==> config.mk <==
export PLATFORM = sky130hd
export DESIGN_NAME = icache_fill
export DESIGN_NICKNAME = d
export VERILOG_FILES = /design/src/rtl/icache_fill_pkg.sv /design/src/rtl/icache_line_store.sv /design/src/rtl/icache_fill.sv
export SDC_FILE = /design/constraint.sdc
export NUM_CORES = 1
export LEC_CHECK = 0
export ABC_AREA = 1
export ABC_CLOCK_PERIOD_IN_PS = 3310
export CAP_MARGIN = 20
export CORE_MARGIN = 2
export CORE_UTILIZATION = 41
export CTS_CLUSTER_DIAMETER = 120
export DETAILED_ROUTE_END_ITERATION = 8
export PLACE_DENSITY_LB_ADDON = 0.25
export SETUP_SLACK_MARGIN = 0.05
export SYNTH_ARGS = -nofsm -noshare
export SYNTH_HDL_FRONTEND = slang
export SYNTH_SLANG_ARGS = --single-unit
export TNS_END_PERCENT = 20
==> constraint.sdc <==
create_clock -name clk -period 3.31 [get_ports clk]
set_input_delay 0.331 -clock clk [delete_from_list [all_inputs] [get_ports clk]]
set_output_delay 0.331 -clock clk [all_outputs]
set_load 0.005 [all_outputs]
==> src/rtl/icache_fill_pkg.sv <==
// Shared types and constants for the instruction cache fill path.
// Latency: n/a (declarations only).
// Backpressure: n/a.
package icache_fill_pkg;

  localparam int ADDR_W     = 16;
  localparam int DATA_W     = 16;
  localparam int LINE_WORDS = 4;

  // Fill FSM encoding; values are visible on debug taps, so keep them fixed.
  typedef enum logic [1:0] {
    ST_IDLE = 2'd0,
    ST_REQ  = 2'd1,
    ST_FILL = 2'd2
  } state_e;

  // Instruction presented to fetch whenever there is no hit.
  localparam logic [DATA_W-1:0] MISS_BUBBLE = 16'h0000;

  // Word address of the first word of the line containing a.
  function automatic logic [ADDR_W-1:0] line_base(input logic [ADDR_W-1:0] a);
    return a & 16'hFFFC;
  endfunction

endpackage

==> src/rtl/icache_line_store.sv <==
// Valid/tag/data arrays of the direct-mapped instruction cache, combinational read.
// Latency: read 0 cycles; writes and flush take effect at the next edge.
// Backpressure: none, every write is accepted; flush overrides a same-cycle valid set.
module icache_line_store
  import icache_fill_pkg::*;
#(
  parameter int LINES = 8,
  parameter int WORDS = LINE_WORDS,
  parameter int IDXW  = $clog2(LINES),
  parameter int TAGW  = ADDR_W - 2 - IDXW
) (
  input  logic              clk,
  input  logic              rst,
  input  logic [IDXW-1:0]   rd_idx_i,
  input  logic [1:0]        rd_off_i,
  output logic              rd_valid_o,
  output logic [TAGW-1:0]   rd_tag_o,
  output logic [DATA_W-1:0] rd_data_o,
  input  logic              wr_word_en_i,
  input  logic [IDXW-1:0]   wr_idx_i,
  input  logic [1:0]        wr_off_i,
  input  logic [DATA_W-1:0] wr_data_i,
  input  logic              tag_wr_en_i,
  input  logic [TAGW-1:0]   tag_wr_tag_i,
  input  logic              tag_wr_valid_i,
  input  logic              flush_i
);

  logic [LINES-1:0] valid_q;
  logic [TAGW-1:0]  tag_q  [LINES];
  logic [DATA_W-1:0] data_q [LINES][WORDS];

  // Valid bits: reset and flush clear every line; flush beats a completing fill.
  always_ff @(posedge clk or posedge rst) begin
    if (rst) begin
      valid_q <= '0;
    end else if (flush_i) begin
      valid_q <= '0;
    end else if (tag_wr_en_i) begin
      valid_q[wr_idx_i] <= tag_wr_valid_i;
    end
  end

  // Tag and data payload: not reset, only meaningful behind a valid bit.
  always_ff @(posedge clk) begin
    if (wr_word_en_i) begin
      data_q[wr_idx_i][wr_off_i] <= wr_data_i;
    end
    if (tag_wr_en_i) begin
      tag_q[wr_idx_i] <= tag_wr_tag_i;
    end
  end

  // Combinational read port used for the same-cycle hit path.
  always_comb begin
    rd_valid_o = valid_q[rd_idx_i];
    rd_tag_o   = tag_q[rd_idx_i];
    rd_data_o  = data_q[rd_idx_i][rd_off_i];
  end

endmodule

==> src/rtl/icache_fill.sv <==
// Direct-mapped I-cache front end: hit lookup for fetch, miss FSM, 4-word line fill.
// Latency: hit 0 cycles; miss stalls fetch through REQ, the grant wait and the full burst.
// Backpressure: o_stall holds fetch on a miss; o_mem_req held until i_mem_gnt; fill waits on i_mem_vld.
module icache_fill
  import icache_fill_pkg::*;
#(
  parameter int LINES = 8,
  parameter int WORDS = 4
) (
  input  logic              clk,
  input  logic              rst,
  input  logic [ADDR_W-1:0] i_addr,
  input  logic              i_rd_req,
  input  logic              i_flush,
  output logic [DATA_W-1:0] o_instr,
  output logic              o_stall,
  output logic              o_mem_req,
  output logic [ADDR_W-1:0] o_mem_addr,
  input  logic              i_mem_gnt,
  input  logic              i_mem_vld,
  input  logic [DATA_W-1:0] i_mem_data,
  output logic [15:0]       o_miss_cnt
);

  localparam int IDXW = $clog2(LINES);
  localparam int TAGW = ADDR_W - 2 - IDXW;

  state_e            state_q, state_d;
  logic [1:0]        cnt_q, cnt_d;
  logic              poison_q, poison_d;
  logic [ADDR_W-1:0] addr_q, addr_d;
  logic [15:0]       miss_cnt_q, miss_cnt_d;

  logic [IDXW-1:0]   lk_idx, fill_idx;
  logic [TAGW-1:0]   lk_tag, fill_tag, rd_tag;
  logic [1:0]        lk_off;
  logic              rd_valid, hit;
  logic [DATA_W-1:0] rd_data;
  logic              word_wr, line_done;

  // Address split for the fetch lookup and for the latched fill target.
  always_comb begin
    lk_off   = i_addr[1:0];
    lk_idx   = i_addr[IDXW+1:2];
    lk_tag   = i_addr[ADDR_W-1:IDXW+2];
    fill_idx = addr_q[IDXW+1:2];
    fill_tag = addr_q[ADDR_W-1:IDXW+2];
  end

  icache_line_store #(
    .LINES (LINES),
    .WORDS (WORDS),
    .IDXW  (IDXW),
    .TAGW  (TAGW)
  ) u_store (
    .clk            (clk),
    .rst            (rst),
    .rd_idx_i       (lk_idx),
    .rd_off_i       (lk_off),
    .rd_valid_o     (rd_valid),
    .rd_tag_o       (rd_tag),
    .rd_data_o      (rd_data),
    .wr_word_en_i   (word_wr),
    .wr_idx_i       (fill_idx),
    .wr_off_i       (cnt_q),
    .wr_data_i      (i_mem_data),
    .tag_wr_en_i    (line_done),
    .tag_wr_tag_i   (fill_tag),
    .tag_wr_valid_i (~poison_q & ~i_flush),
    .flush_i        (i_flush)
  );

  // Fetch-side outputs and fill write strobes; hits only count while idle.
  always_comb begin
    hit        = rd_valid & (rd_tag == lk_tag) & (state_q == ST_IDLE);
    o_instr    = hit ? rd_data : MISS_BUBBLE;
    o_stall    = i_rd_req & ~hit;
    o_mem_req  = (state_q == ST_REQ);
    o_mem_addr = addr_q;
    o_miss_cnt = miss_cnt_q;
    word_wr    = (state_q == ST_FILL) & i_mem_vld;
    line_done  = word_wr & (cnt_q == 2'd3);
  end

  // State register; reset aborts any burst in flight.
  always_ff @(posedge clk or posedge rst) begin
    if (rst) begin
      state_q    <= ST_IDLE;
      cnt_q      <= 2'd0;
      poison_q   <= 1'b0;
      addr_q     <= '0;
      miss_cnt_q <= 16'h0000;
    end else begin
      state_q    <= state_d;
      cnt_q      <= cnt_d;
      poison_q   <= poison_d;
      addr_q     <= addr_d;
      miss_cnt_q <= miss_cnt_d;
    end
  end

  // Miss FSM: latch line, request, then absorb exactly four words.
  always_comb begin
    state_d    = state_q;
    cnt_d      = cnt_q;
    poison_d   = poison_q;
    addr_d     = addr_q;
    miss_cnt_d = miss_cnt_q;
    unique case (state_q)
      ST_IDLE: begin
        if (i_rd_req && !hit) begin
          addr_d     = line_base(i_addr);
          miss_cnt_d = miss_cnt_q + 16'd1;
          poison_d   = 1'b0;
          state_d    = ST_REQ;
        end
      end
      ST_REQ: begin
        if (i_flush) poison_d = 1'b1;
        if (i_mem_gnt) begin
          cnt_d   = 2'd0;
          state_d = ST_FILL;
        end
      end
      ST_FILL: begin
        // A flush seen mid-burst still lets the burst drain, but the line stays invalid.
        if (i_flush) poison_d = 1'b1;
        if (i_mem_vld) begin
          cnt_d = cnt_q + 2'd1;
          if (cnt_q == 2'd3) begin
            poison_d = 1'b0;
            state_d  = ST_IDLE;
          end
        end
      end
      default: state_d = ST_IDLE;
    endcase
  end

endmodule

# Yosys cells after proc, flatten, opt, wreduce, memory -nomap -nowiden
# Memory sizes are Yosys's and may differ from the RTL's.
# Cells that the tools add are included.
[word_totals]
out_inout_bits = 50
ramBits = 600
memories = 2
regBits = 43
[mem_list]
columns = ["name", "depth", "word_bits", "rd", "rd_ports_with_merged_regs", "wr", "line_no", "source"]
rows = [
  ["u_store.data_q", 8, 64, 1, 0, 1, "icache_line_store.sv:31", "logic [DATA_W-1:0] data_q [LINES][WORDS];"],
  ["u_store.tag_q", 8, 11, 1, 0, 1, "icache_line_store.sv:30", "logic [TAGW-1:0] tag_q [LINES];"],
]
[classes]
n_addsub = 2
muxes = 30
bitwise = 11
magnitude_cmp = 6
n_eq_ne = 8
n_reduce_logical = 12
[ops]
columns = ["op", "n"]
rows = [
  ["$mux 16", 4],
  ["$mux 64", 1],
  ["$bmux 16 s2", 1],
  ["$demux 16 s2", 1],
  ["$add 16x1->16 const B", 1],
  ["$mux 8", 2],
  ["$mux 2", 6],
  ["$eq 11x11->1", 1],
  ["$mux 1", 9],
  ["$bwmux 8", 1],
  ["$lt 3x4->1 const B", 2],
  ["$and 1x1->1", 6],
  ["$ge 3x3->1 const B", 2],
  ["$ne 2x1->1 const B", 3],
  ["$not 2->3", 2],
  ["$pmux 2 s3", 1],
  ["$eq 2x2->1 const B", 2],
  ["$pmux 2 s2", 1],
  ["$reduce_and 2->1", 2],
  ["$reduce_and 4->1", 1],
  ["$reduce_bool 2->1", 2],
  ["$bmux 1 s3", 1],
  ["$demux 1 s3", 1],
  ["$ge 3x1->1 const B", 1],
  ["11 further kinds", 15],
]

# Longest topological paths before layout
# Gate-level depths: netlist (run 1).
[logic_depth]
ltp_word = 8
ltp_mapped = 19
depth_no_buf = 17

# Cells and area by module
# From an unflattened synthesis (run 1), not the netlist that was laid out.
[unflattened]
hier_cells = 2411
hier_area_um2 = 27005.9
[by_module_without_submodules]
columns = ["mod", "area_per_inst_um2", "cells_each", "n_inst"]
rows = [
  ["icache_line_store", 24810.0, 2098, 1],
  ["icache_fill", 2195.9, 313, 1],
]

# Least setup slack after synthesis (run 1)
# Ideal clock, no wire load.
[synth_path]
kind = "reg-to-reg"
from = "reg state_q[0]"
to = "mem u_store.data_q[0][0] (netlist name), enable pin"
t_arrival_ns = 2.196
setup_ns = 0.414
slack_ns = 0.700
n_path_buf = 0
path_stages_with_launch = 7
period_less_slack_ns = 2.610
path_cell_list = "dfrtp_1 -> inv_1 -> ha_1 -> nand2_1 -> inv_1 -> nand2_1 -> nor2_1"
[synth_between]
elab_chain_cells = 4
[synth_rtl]
columns = ["item", "line_no", "source"]
rows = [
  ["from (decl)", "icache_fill.sv:28", "state_e state_q, state_d;"],
  ["from (signal assigned)", "icache_fill.sv:94", "state_q <= state_d;"],
  ["$eq 2x2->1", "icache_fill.sv:81", "word_wr = (state_q == ST_FILL) & i_mem_vld;"],
  ["$and 1x1->1", "icache_fill.sv:81", ""],
  ["$mux 1", "icache_line_store.sv:46", "if (wr_word_en_i) begin"],
  ["$mux 64 (not written as such)", "icache_line_store.sv:47", "data_q[wr_idx_i][wr_off_i] <= wr_data_i;"],
  ["to (decl)", "icache_line_store.sv:31", ""],
]
# Every way passes these cells.

# Worst setup path after layout (run 1)
[layout_path]
from = "reg state_q[0]"
to = "out o_instr[10]"
[layout_between]
elab_chain_cells = 3
[layout_rtl]
columns = ["item", "line_no", "source"]
rows = [
  ["$logic_not 2->1", "icache_fill.sv:75", "hit = rd_valid & (rd_tag == lk_tag) & (state_q == ST_IDLE);"],
  ["$and 1x1->1", "icache_fill.sv:75", ""],
  ["$mux 16", "icache_fill.sv:76", "o_instr = hit ? rd_data : MISS_BUBBLE;"],
  ["to (decl)", "icache_fill.sv:15", "output logic [DATA_W-1:0] o_instr,"],
]
# Every way passes these cells.

==> impl_metrics.yaml, run 1 <==
critical_path:
  worst_setup_path_start_kind: "register"
  cp-end-kind: "primary output"
  r2r-end: "u_store.data_q[1][2]"
  reg2reg_depth: 7
  crit_fanout: 17
  reg2reg_from: "state_q[0]"
  critPathArrivalTime_ps: 2820
  cp.required_ps: 2980
  criticalPathCategory: "reg2out"
  reg2reg_slack_ps: 890
grt:
  grt_pass1_wl_um: 108000
  grt_max_degree: 71
  grt_overflow: 0
  grt_antenna_before_repair: 0
  grt_use_total_pct: 21.5
  grt_pass1_vias: 17376
synthesis:
  syn-cell-area_um2: 26400
  synth_area_leaders: "edfxtp_1, nand2_1, a21oi_1"
  yosysWarnings: 0
  synth.largest_area_cell: "edfxtp_1"
  synth_area_per_cell_um2: 12.2
  seq_area_frac_synth_pct: 72.4
  async_flop_share_pct: 6.69
  ys_ff_latch: 643
  synth-edff-count: 600
  ys.flop_type: "edfxtp_1"
  synth_cell_types: 38
  syn_inst: 2162
  synth_top_area_share_pct: 68.4
final_layout:
  design_area_um2: 31200
  antenna_cells: 0
  multi_input_area_um2: 6380
  fin_nets: 2345
  drive_above_1_share_pct: 10.9
  nFillCells: 5479
  register_area_um2: 19100
  synthToLayoutAreaGrowth_pct: 18.5
timing:
  clock_skew_ps: 29.1
  final_hold_viol_count: 0
  fin_crit_ps: 3150
  maxSlewHeadroom_pct: 34.9
  setup_violations: 0
  rsz0062_at_grt: "true"
  tightest_slew_ps: 975
  fmax_mhz: 317
  holdWs_ps: 269
  slew_viol_final: 0
  period_share_pct: 95.3
placement:
  hpwlAfterDp_um: 41600
  gp_congestion: 0.804
  port_buffers: 85
  placed_cell_area_um2: 28900
clock_network:
  htree_levels: 3
  cts_root_buf: "clkbuf_16"
  clockBufferDepth: 3
  hold_buffers: 0
  cts.sinks: 643
  cts_buffers: 69
  path_clk_slew_ps: 60
  clk_latency_ps: 610
  cts_tree: "built"
floorplan:
  start_util_pct: 41.6
  die_h_um: 258
  design.die.area_um2: 66300
  core_area_um2: 63300
  num_rows: 92
  io_pins: 88
  dieWidth_um: 258
min_path:
  hold_path_class: "in2async"
job:
  cap_violations: 0
routing:
  wire_per_inst_um: 22.4
  via_per_inst: 5.52
  wirelength_um: 71700
  drc: 0
  final_antenna_net_count: 0
  vias: 17651
  drt_iter0_drc: 1700
  dr.pass1.iters: 6
status:
  status: "finished, final reports clean"
power_and_ir_drop:
  ir_drop_mv: 0.418
  power_density_nw_per_um2: 616
  leakage_uw: 0.0114
-- routing by layer --
| layer | vias up | GRT usage [%] | wire length [um] |
|---|---|---|---|
| met1 | 8782 | 29.3 | 30200 |
| met3 | 116 | 3.47 | 5010 |
| met4 | 0 | 7.56 | 1910 |
| met2 | 696 | 35.2 | 34500 |
| li1 | 8057 | - | - |
| met5 | - | 0 | 0 |
-- worst max path at each step --
stage,to,startpoint,cells after the start,slack (ps)
finish,o_instr[10],state_q[0],12,160
detailed placement,o_instr[13],i_addr[2],8,-50
global placement,o_instr[13],i_addr[2],10,-50
global route,o_instr[10],state_q[0],12,-9
floorplan,u_store.data_q[0][0],state_q[0],6,700
CTS,o_instr[6],state_q[0],12,20
-- logic make-up (layout without fill, tap and decap cells) --
kind of cell | after synthesis | after routing | share of synthesized area, %
DFF | 643 | 643 | 72.4
and+or+nand+nor | 777 | 777 | 11.7
buffers and inverters | 244 | 433 | 3.88
AOI/OAI and AO/OA | 474 | 474 | 11.1
xor gates and xnor gates | 14 | 14 | 0.465
other | 1 | 2 | 0.0142
adders and majority gates | 9 | 9 | 0.427
-- sequential cells by signal, summed over array words and instances, names as in the netlist --
| signal | cells |
|---|---|
| cnt_q | 2 |
| o_miss_cnt | 16 |
| state_q | 2 |
| u_store.tag_q | 88 |
| u_store.valid_q | 8 |
| u_store.data_q | 512 |
| o_mem_addr | 14 |
| poison_q | 1 |
-- final cells by class --
type                    count  share of cell area [%]
inverters                 108                    1.34
repair buffers            200                    6.70
flip-flops and latches    643                    61.1
clock buffers              90                    6.15
clock inverters            35                   0.889
multi-input cells        1276                    20.4
well taps                 846                    3.39
-- cell usage in the layout (no fill, tap or decap), types with 6 or more instances in the layout --
cell type | synthesis | final
a21oi_1 | 262 | 250
ha_1 | 9 | 8
o21ai_2 | 6 | 6
a221o_1 | 10 | 10
edfxtp_1 | 600 | 600
nand2_1 | 566 | 566
nand3_1 | 83 | 83
dfrtp_1 | 43 | 43
buf_12 | 0 | 28
a32o_1 | 7 | 7
o21ai_1 | 10 | 10
o221ai_1 | 8 | 8
dlymetal6s2s_1 | 0 | 13
inv_1 | 106 | 102
o31ai_1 | 22 | 22
clkdlybuf4s50_1 | 0 | 68
nor3_1 | 13 | 13
xor2_1 | 13 | 13
clkinv_2 | 0 | 10
clkbuf_1 | 73 | 14
a22oi_1 | 30 | 30
o21ai_0 | 33 | 33
nor2_1 | 102 | 91
o211ai_1 | 32 | 32
buf_4 | 7 | 88
o311ai_0 | 23 | 19
a21oi_2 | 0 | 10
a221oi_1 | 25 | 25
clkbuf_16 | 0 | 73
nor2_4 | 0 | 9
clkinv_1 | 0 | 15
-- synth_stat cells, types with 2 or more instances --
cell type  count
buf_6          6
nor4_1         3
clkbuf_1      73
nor3_1        13
nand3_1       83
nand2_1      566
dfrtp_1       43
buf_1         21
inv_1        106
buf_2         29
edfxtp_1     600
a221o_1       10
a32o_1         7
o31ai_1       22
o311ai_0      23
buf_4          7
o211ai_1      32
ha_1           9
nor2_1       102
o21ai_1       10
a211o_1        3
a221oi_1      25
a22oi_1       30
a32oi_1        3
nand3b_1       3
a21oi_1      262
o21ai_0       33
xor2_1        13
inv_2          2
or2_2          3
o221ai_1       8
o21ai_2        6
-- what timing repair did --
action,in CTS,in global routing
setup endpoints to repair,17,16
resized for setup,10,27
endpoints found under the hold margin,0,0
setup buffers,1,2
pin swaps,1,1
-- where the power goes --
group	switching [uW]	internal (uW)
Sequential	329	9300
Combinational	1320	829
Clock	3130	4350
-- worst max-delay path, stage by stage, from the launching register on --
cell and delay, ps:
dfrtp_1 420, inv_2 80, ha_2 200, nand2_1 90, nor2_2 110, nand2_1 60, nor2_1 90, nand2_1 70
nor2_2 150, nand2_4 70, buf_12 160, a21oi_2 150, clkdlybuf4s50_1 520
-- stage by stage --
step	utilization [%]	setup WS [ps]	power, uW	setup TNS (ps)	instances
finish	49.3	155	19300	0	3198
global route	49.3	-9.04	20000	-10.2	3198
CTS	49.2	24.9	19400	0	3196
detailed placement	45.7	-48.4	11900	-48.4	3070
global placement	45.7	-50.5	11900	-50.5	3070
floorplan	-	700	10800	0	2163
(Power assumes the default switching activity.)
==> run 2, diff against run 1 <==
--- a/config.mk
+++ b/config.mk
@@ -6,7 +6,7 @@
 export NUM_CORES = 1
 export LEC_CHECK = 0
 export ABC_AREA = 1
-export ABC_CLOCK_PERIOD_IN_PS = 3310
+export ABC_CLOCK_PERIOD_IN_PS = 2700
 export CAP_MARGIN = 20
 export CORE_MARGIN = 2
 export CORE_UTILIZATION = 41
==> constraint.sdc (replaced) <==
create_clock -name clk -period 2.7 [get_ports clk]
set_input_delay 0.27 -clock clk [delete_from_list [all_inputs] [get_ports clk]]
set_output_delay 0.27 -clock clk [all_outputs]
set_load 0.005 [all_outputs]
==> run 2 against run 1 <==
  * The run now ends with setup timing left
  * Critical endpoint is now o_instr[15]
  * Non-clock buffer count grew 80
  * Power grew 26%
  * Combinational power grew 29%
  * Largest cell class unchanged
  * Die area is the same
  * Register-to-register slack lost 520 ps
  * Hold slack lost 39 ps
  * Sequential power grew 23%
  * Largest power group unchanged
  * First-iteration DRC count grew 11%
  * Sequential share of layout area shrank 1.5 points
==> impl_metrics.yaml, run 2 (synthesis gave the netlist of run 1 again) <==
status:
  status: "finished with violations"
  violations: "setup timing"
grt:
  grt_antenna_before_repair: 0
  grt_pass1_wl_um: 109000
  grt_use_total_pct: 21.7
  grt_max_degree: 74
  grt_overflow: 0
  grt_pass1_vias: 17529
routing:
  drt_iter0_drc: 1895
  drc: 0
  wire_per_inst_um: 22.2
  vias: 17940
  dr.pass1.iters: 5
  wirelength_um: 72700
  via_per_inst: 5.47
  final_antenna_net_count: 0
final_layout:
  final_cells: 3278
  drive_above_1_share_pct: 14.8
  layout_common_cells: "edfxtp_1, nand2_1, a21oi_1"
  largest_register: "u_store.data_q"
  finalCoreUtilization_pct: 50.5
  largest_reg_flops: 512
  fin_nets: 2426
  layout_commonest_cell: "edfxtp_1"
  antenna_cells: 0
  synthToLayoutAreaGrowth_pct: 21.4
timing:
  clock_skew_ps: 20.5
  fin_ws_ps: -108
  setup_violations: 10
  tightest_slew_ps: 767
  period_share_pct: 104
  rsz0062_at_grt: "true"
  fin_crit_ps: 2810
  maxSlewHeadroom_pct: 48.2
  timing.setup.tns_ps: -473
  slew_viol_final: 0
  fmax_mhz: 356
  final_hold_viol_count: 0
floorplan:
  design.die.area_um2: 66300
  io_pins: 88
  dieWidth_um: 258
  num_rows: 92
  core_area_um2: 63300
  start_util_pct: 41.6
  die_h_um: 258
clock_network:
  cts_buffers: 70
  path_clk_slew_ps: 60
  cts_tree: "built"
  cts_root_buf: "clkbuf_16"
  clk_latency_ps: 600
  htree_levels: 3
  cts.sinks: 643
  clockBufferDepth: 3
placement:
  dp.cells: 3141
  port_buffers: 85
  dp_slack_ps: -473
  hpwlAfterDp_um: 44400
  gp_congestion: 0.844
power_and_ir_drop:
  power_frac_seq_pct: 48.6
  combPwrFrac_pct: 11.5
  power_density_nw_per_um2: 759
  p_int_uw: 18300
  p_clk_share_pct: 39.9
  leakage_uw: 0.0116
  p_switching_uw: 5950
  ir_drop_mv: 0.419
  switching_share_pct: 24.5
min_path:
  min_from: "i_addr[4]"
  hold_path_class: "in2reg"
critical_path:
  crit_fanout: 7
  reg2reg_from: "u_store.tag_q[0][2]"
  cp.required_ps: 2430
  criticalPathCategory: "reg2out"
  cp-end-kind: "primary output"
  critPathArrivalTime_ps: 2540
  crit_start: "u_store.tag_q[0][2]"
  worst_setup_path_start_kind: "register"
job:
  cap_violations: 0
-- run 2: cell types whose count changed in the layout (fill, tap and decap cells not counted), moves of 3 or more --
cell             previous run  this run
buf_4                      88       154
buf_2                       1        16
buf_6                       0        13
dlymetal6s2s_1             13         0
a21oi_4                     2         9
clkinv_1                   15         8
bufinv_16                   3         9
a21oi_2                    10         5
clkbuf_1                   14        19
clkdlybuf4s50_1            68        65
nor2_1                     91        88
-- run 2: stage by stage --
| stage | instance area [um^2] | hold slack, ps | total power, uW |
|---|---|---|---|
| finish | 32000 | 229 | 24300 |
| floorplan | 26400 | 369 | 13200 |
| global route | 32000 | 242 | 25100 |
| detailed placement | 29500 | 455 | 14700 |
| global placement | 29500 | 448 | 14700 |
| CTS | 32000 | 198 | 24400 |
-- run 2: what timing repair did --
item                       CTS  global route
hold buffers                 1             0
hold endpoints to repair    16             0
setup buffers               11             0
setup endpoints to repair   17            17
pin swaps                    9             8
gates resized for setup    109            12
-- run 2: cell type report --
cell class,instances,area [um^2]
clock buffers,92,1890
clock inverters,33,428
fillers,5454,31300
inverters,108,418
multi-input cells,1276,6470
flip-flops and latches,643,19100
well taps,846,1060
repair buffers,280,2640
-- run 2: critical path, cell delays in order, from the launching register on --
cell,delay (ps)
edfxtp_1,360
nor2_1,110
nor2_1,50
o21ai_1,70
nand3_1,110
nand2_1,70
nand2_1,40
nand2_1,60
nand3_2,80
nor2_2,140
buf_6,130
nand2_8,120
buf_6,170
buf_6,120
a21oi_4,130
buf_2,140
-- run 2: metal layers --
| layer | vias to the layer above | global-route usage (%) | routed length, um |
|---|---|---|---|
| met5 | - | 0 | 0 |
| met4 | 0 | 6.81 | 1740 |
| met3 | 103 | 3.58 | 4910 |
| met2 | 683 | 36.6 | 35700 |
| met1 | 8935 | 28.8 | 30300 |
| li1 | 8219 | - | - |
-- run 2: final timing paths --
check / endpoint / slack [ps] / cells past startpoint
hold reg to reg: poison_q / 460 / 2
setup / recovery: o_instr[15] / -110 / 15
min in group asynchronous: o_miss_cnt[0] / 550 / 3
setup reg to reg: o_mem_addr[13] / 370 / 19
max in group asynchronous: cnt_q[1] / 1540 / 4
hold / removal: o_mem_addr[4] / 230 / 4
-- run 2: power by group through the flow --
stage          combinational, uW  sequential (uW)  clock, uW
6_report                    2780            11800       9690
5_1_grt                     3040            11900      10200
4_1_cts                     2800            11800       9840
3_5_place_dp                2730            12000          0
3_3_place_gp                2670            12000          0
2_1_floorplan               1350            11900          0
==> run 3, diff against run 2 <==
--- a/config.mk
+++ b/config.mk
@@ -16,5 +16,6 @@
 export SETUP_SLACK_MARGIN = 0.05
 export SYNTH_ARGS = -nofsm -noshare
 export SYNTH_HDL_FRONTEND = slang
+export SYNTH_HIERARCHICAL = 1
 export SYNTH_SLANG_ARGS = --single-unit
 export TNS_END_PERCENT = 20
==> run 3 against run 2 <==
  * The flow still finishes with violations (setup timing)
  * Hold slack worse by 150 ps
  * Die area up 2.4%
  * Worst setup slack worse by 87 ps
  * Utilization down 1.7 points
  * Clock skew up 4.5 ps
  * Count of clock-buffer cells in the layout up 3
  * Sequential cell count unchanged
  * Largest power group unchanged
==> impl_metrics.yaml, run 3 <==
status:
  status: "finished with violations"
  violations: "setup timing"
power_and_ir_drop:
  p_switching_uw: 5870
  leakage_uw: 0.0121
  p_int_uw: 17800
  p_clk_share_pct: 39.5
  switching_share_pct: 24.8
  ir_drop_mv: 0.528
  power_frac_seq_pct: 49.8
  power_density_nw_per_um2: 741
  power.total_uw: 23700
  combPwrFrac_pct: 10.8
synthesis:
  yosysWarnings: 6
  synth-edff-count: 600
  synth_area_per_cell_um2: 11.2
  async_flop_share_pct: 6.69
  synth_cell_types: 34
  synthTopCellsByCount: "nand2_1, edfxtp_1, nand3_1"
  seq_area_frac_synth_pct: 70.7
  synth_top_area_share_pct: 66.7
  synth.largest_area_cell: "edfxtp_1"
  ys.flop_type: "edfxtp_1"
  synth_area_leaders: "edfxtp_1, nand2_1, nand3_1"
  ys_ff_latch: 643
  syn_inst: 2411
  synth_most_common_cell: "nand2_1"
  syn-cell-area_um2: 27000
floorplan:
  io_pins: 88
  design.die.area_um2: 67900
  start_util_pct: 41.2
  num_rows: 94
  die_h_um: 261
  core_area_um2: 65500
  dieWidth_um: 261
timing:
  setup_violations: 14
  period_share_pct: 107
  holdWs_ps: 80.5
  timing.setup.tns_ps: -1990
  final_hold_viol_count: 0
  maxSlewHeadroom_pct: 65.7
  fin_crit_ps: 2890
  clock_skew_ps: 25.0
  fin_ws_ps: -194
  fmax_mhz: 346
  rsz0062_at_grt: "true"
  slew_viol_final: 0
  tightest_slew_ps: 514
clock_network:
  path_clk_slew_ps: 60
  cts.sinks: 643
  cts_root_buf: "clkbuf_16"
  hold_buffers: 0
  clockBufferDepth: 3
  clk_latency_ps: 610
  cts_tree: "built"
  htree_levels: 3
  cts_buffers: 72
final_layout:
  largest_register: "u_store/data_q"
  register_area_um2: 19100
  antenna_cells: 0
  nFillCells: 5787
  multi_input_area_um2: 6810
  fin_nets: 2638
  largest_reg_flops: 512
  layout_common_cells: "nand2_1, edfxtp_1, nand3_1"
  drive_above_1_share_pct: 12.1
  synthToLayoutAreaGrowth_pct: 18.4
  layout_commonest_cell: "nand2_1"
  final_cells: 3510
  design_area_um2: 32000
critical_path:
  cp.required_ps: 2430
  criticalPathCategory: "reg2out"
  reg2reg_depth: 7
  worst_setup_path_start_kind: "register"
  slowest_delay_ps: 370
  critPathArrivalTime_ps: 2620
  crit_fanout: 5
  reg2reg_slack_ps: 500
  crit_slowest_cell: "edfxtp_1"
  crit_chain: "nor2_1, o21ai_1, a21oi_2, a31oi_1, buf_4, nand2_1, nand2_1, inv_1, nand2_2, nor2_4, nand3_4, buf_12, buf_6, buf_4, nor2_1, buf_2"
  cp-end-kind: "primary output"
placement:
  placed_cell_area_um2: 29600
  hpwlAfterDp_um: 42500
  port_buffers: 85
  dp.cells: 3377
  gp_congestion: 0.876
job:
  cap_violations: 0
routing:
  dr.pass1.iters: 5
  vias: 18493
  via_per_inst: 5.27
  wire_per_inst_um: 20.5
  drc: 0
  drt_iter0_drc: 1731
  final_antenna_net_count: 0
  wirelength_um: 72100
grt:
  grt_max_degree: 77
  grt_pass1_wl_um: 109000
  grt_antenna_before_repair: 1
  grt_pass1_vias: 18175
  grt_use_total_pct: 21.4
  grt_overflow: 0
min_path:
  hold_path_class: "in2async"
-- run 3: changes by cell type after synthesis, moves of 30 or more --
cell and change:
nand3_1 +322, nand2_1 +289, a21oi_1 -247, clkbuf_1 -57
o211ai_1 -32, a22oi_1 -30, inv_1 -30
-- run 3: cell families (layout without fill, tap and decap cells) --
group,Yosys count,after routing,synth area share [%]
adder cells (fa/ha/maj),6,6,0.278
AO/OA/AOI/OAI,108,108,2.11
flip-flops,643,643,70.7
buffers and inverters,221,455,4.61
XOR/XNOR,15,15,0.486
AND/OR/NAND/NOR,1417,1417,21.8
other,1,2,0.0139
-- run 3: area by class of cell --
class	count	share of cell area, %
clock buffer	95	6.10
clock inverter	31	0.923
inverter	83	1.01
multi-input combinational	1548	21.3
sequential	643	59.7
tap	864	3.38
timing repair buffer	246	7.61
-- run 3: path summary, 6_finish.rpt --
check / end / from
worst max-delay path: o_instr[8] / u_store/tag_q[7][10]
worst min-delay path: u_store/valid_q[6] / rst
worst max register to register: u_store/data_q[0][8] / state_q[0]
worst min register to register: u_store/valid_q[5] / u_store/valid_q[5]
max in group asynchronous: o_miss_cnt[13] / rst
min in group clk: o_mem_addr[2] / i_addr[2]
-- run 3: per-layer routing --
metal / up-vias / share of wire, % / GRT usage (%)
met5: - / 0.018 / 0
met4: 2 / 2.3 / 5.81
met3: 108 / 8.0 / 4.10
met2: 701 / 48 / 35.1
met1: 9039 / 42 / 29.3
li1: 8643 / - / -
-- run 3: worst max-delay path, delay by kind of cell (launching register included) --
kind	cells	cell delay, ps
buffers and inverters	6	730
AO/OA/AOI/OAI	3	310
flip-flops	1	370
AND/OR/NAND/NOR	7	620
-- run 3: power groups by stage --
stage	combinational, uW	clock [uW]	sequential [uW]
2_1_floorplan	1340	0	11800
3_3_place_gp	2490	0	12000
3_5_place_dp	2530	0	12000
4_1_cts	2550	9530	11800
5_1_grt	2820	9920	11800
6_report	2560	9350	11800
-- run 3: timing repair --
action	4_1_cts	5_1_grt
pin swaps	8	10
setup buffers	7	0
gates resized for setup	96	20
gates cloned	1	0
endpoints found under the setup margin	17	17
-- run 3: stage by stage --
step	utilization (%)	setup slack, ps
final	48.8	-194
after global routing	48.8	-403
after CTS	48.7	-220
after detailed placement	45.2	-345
after global placement	45.2	-276
after floorplan	-	417
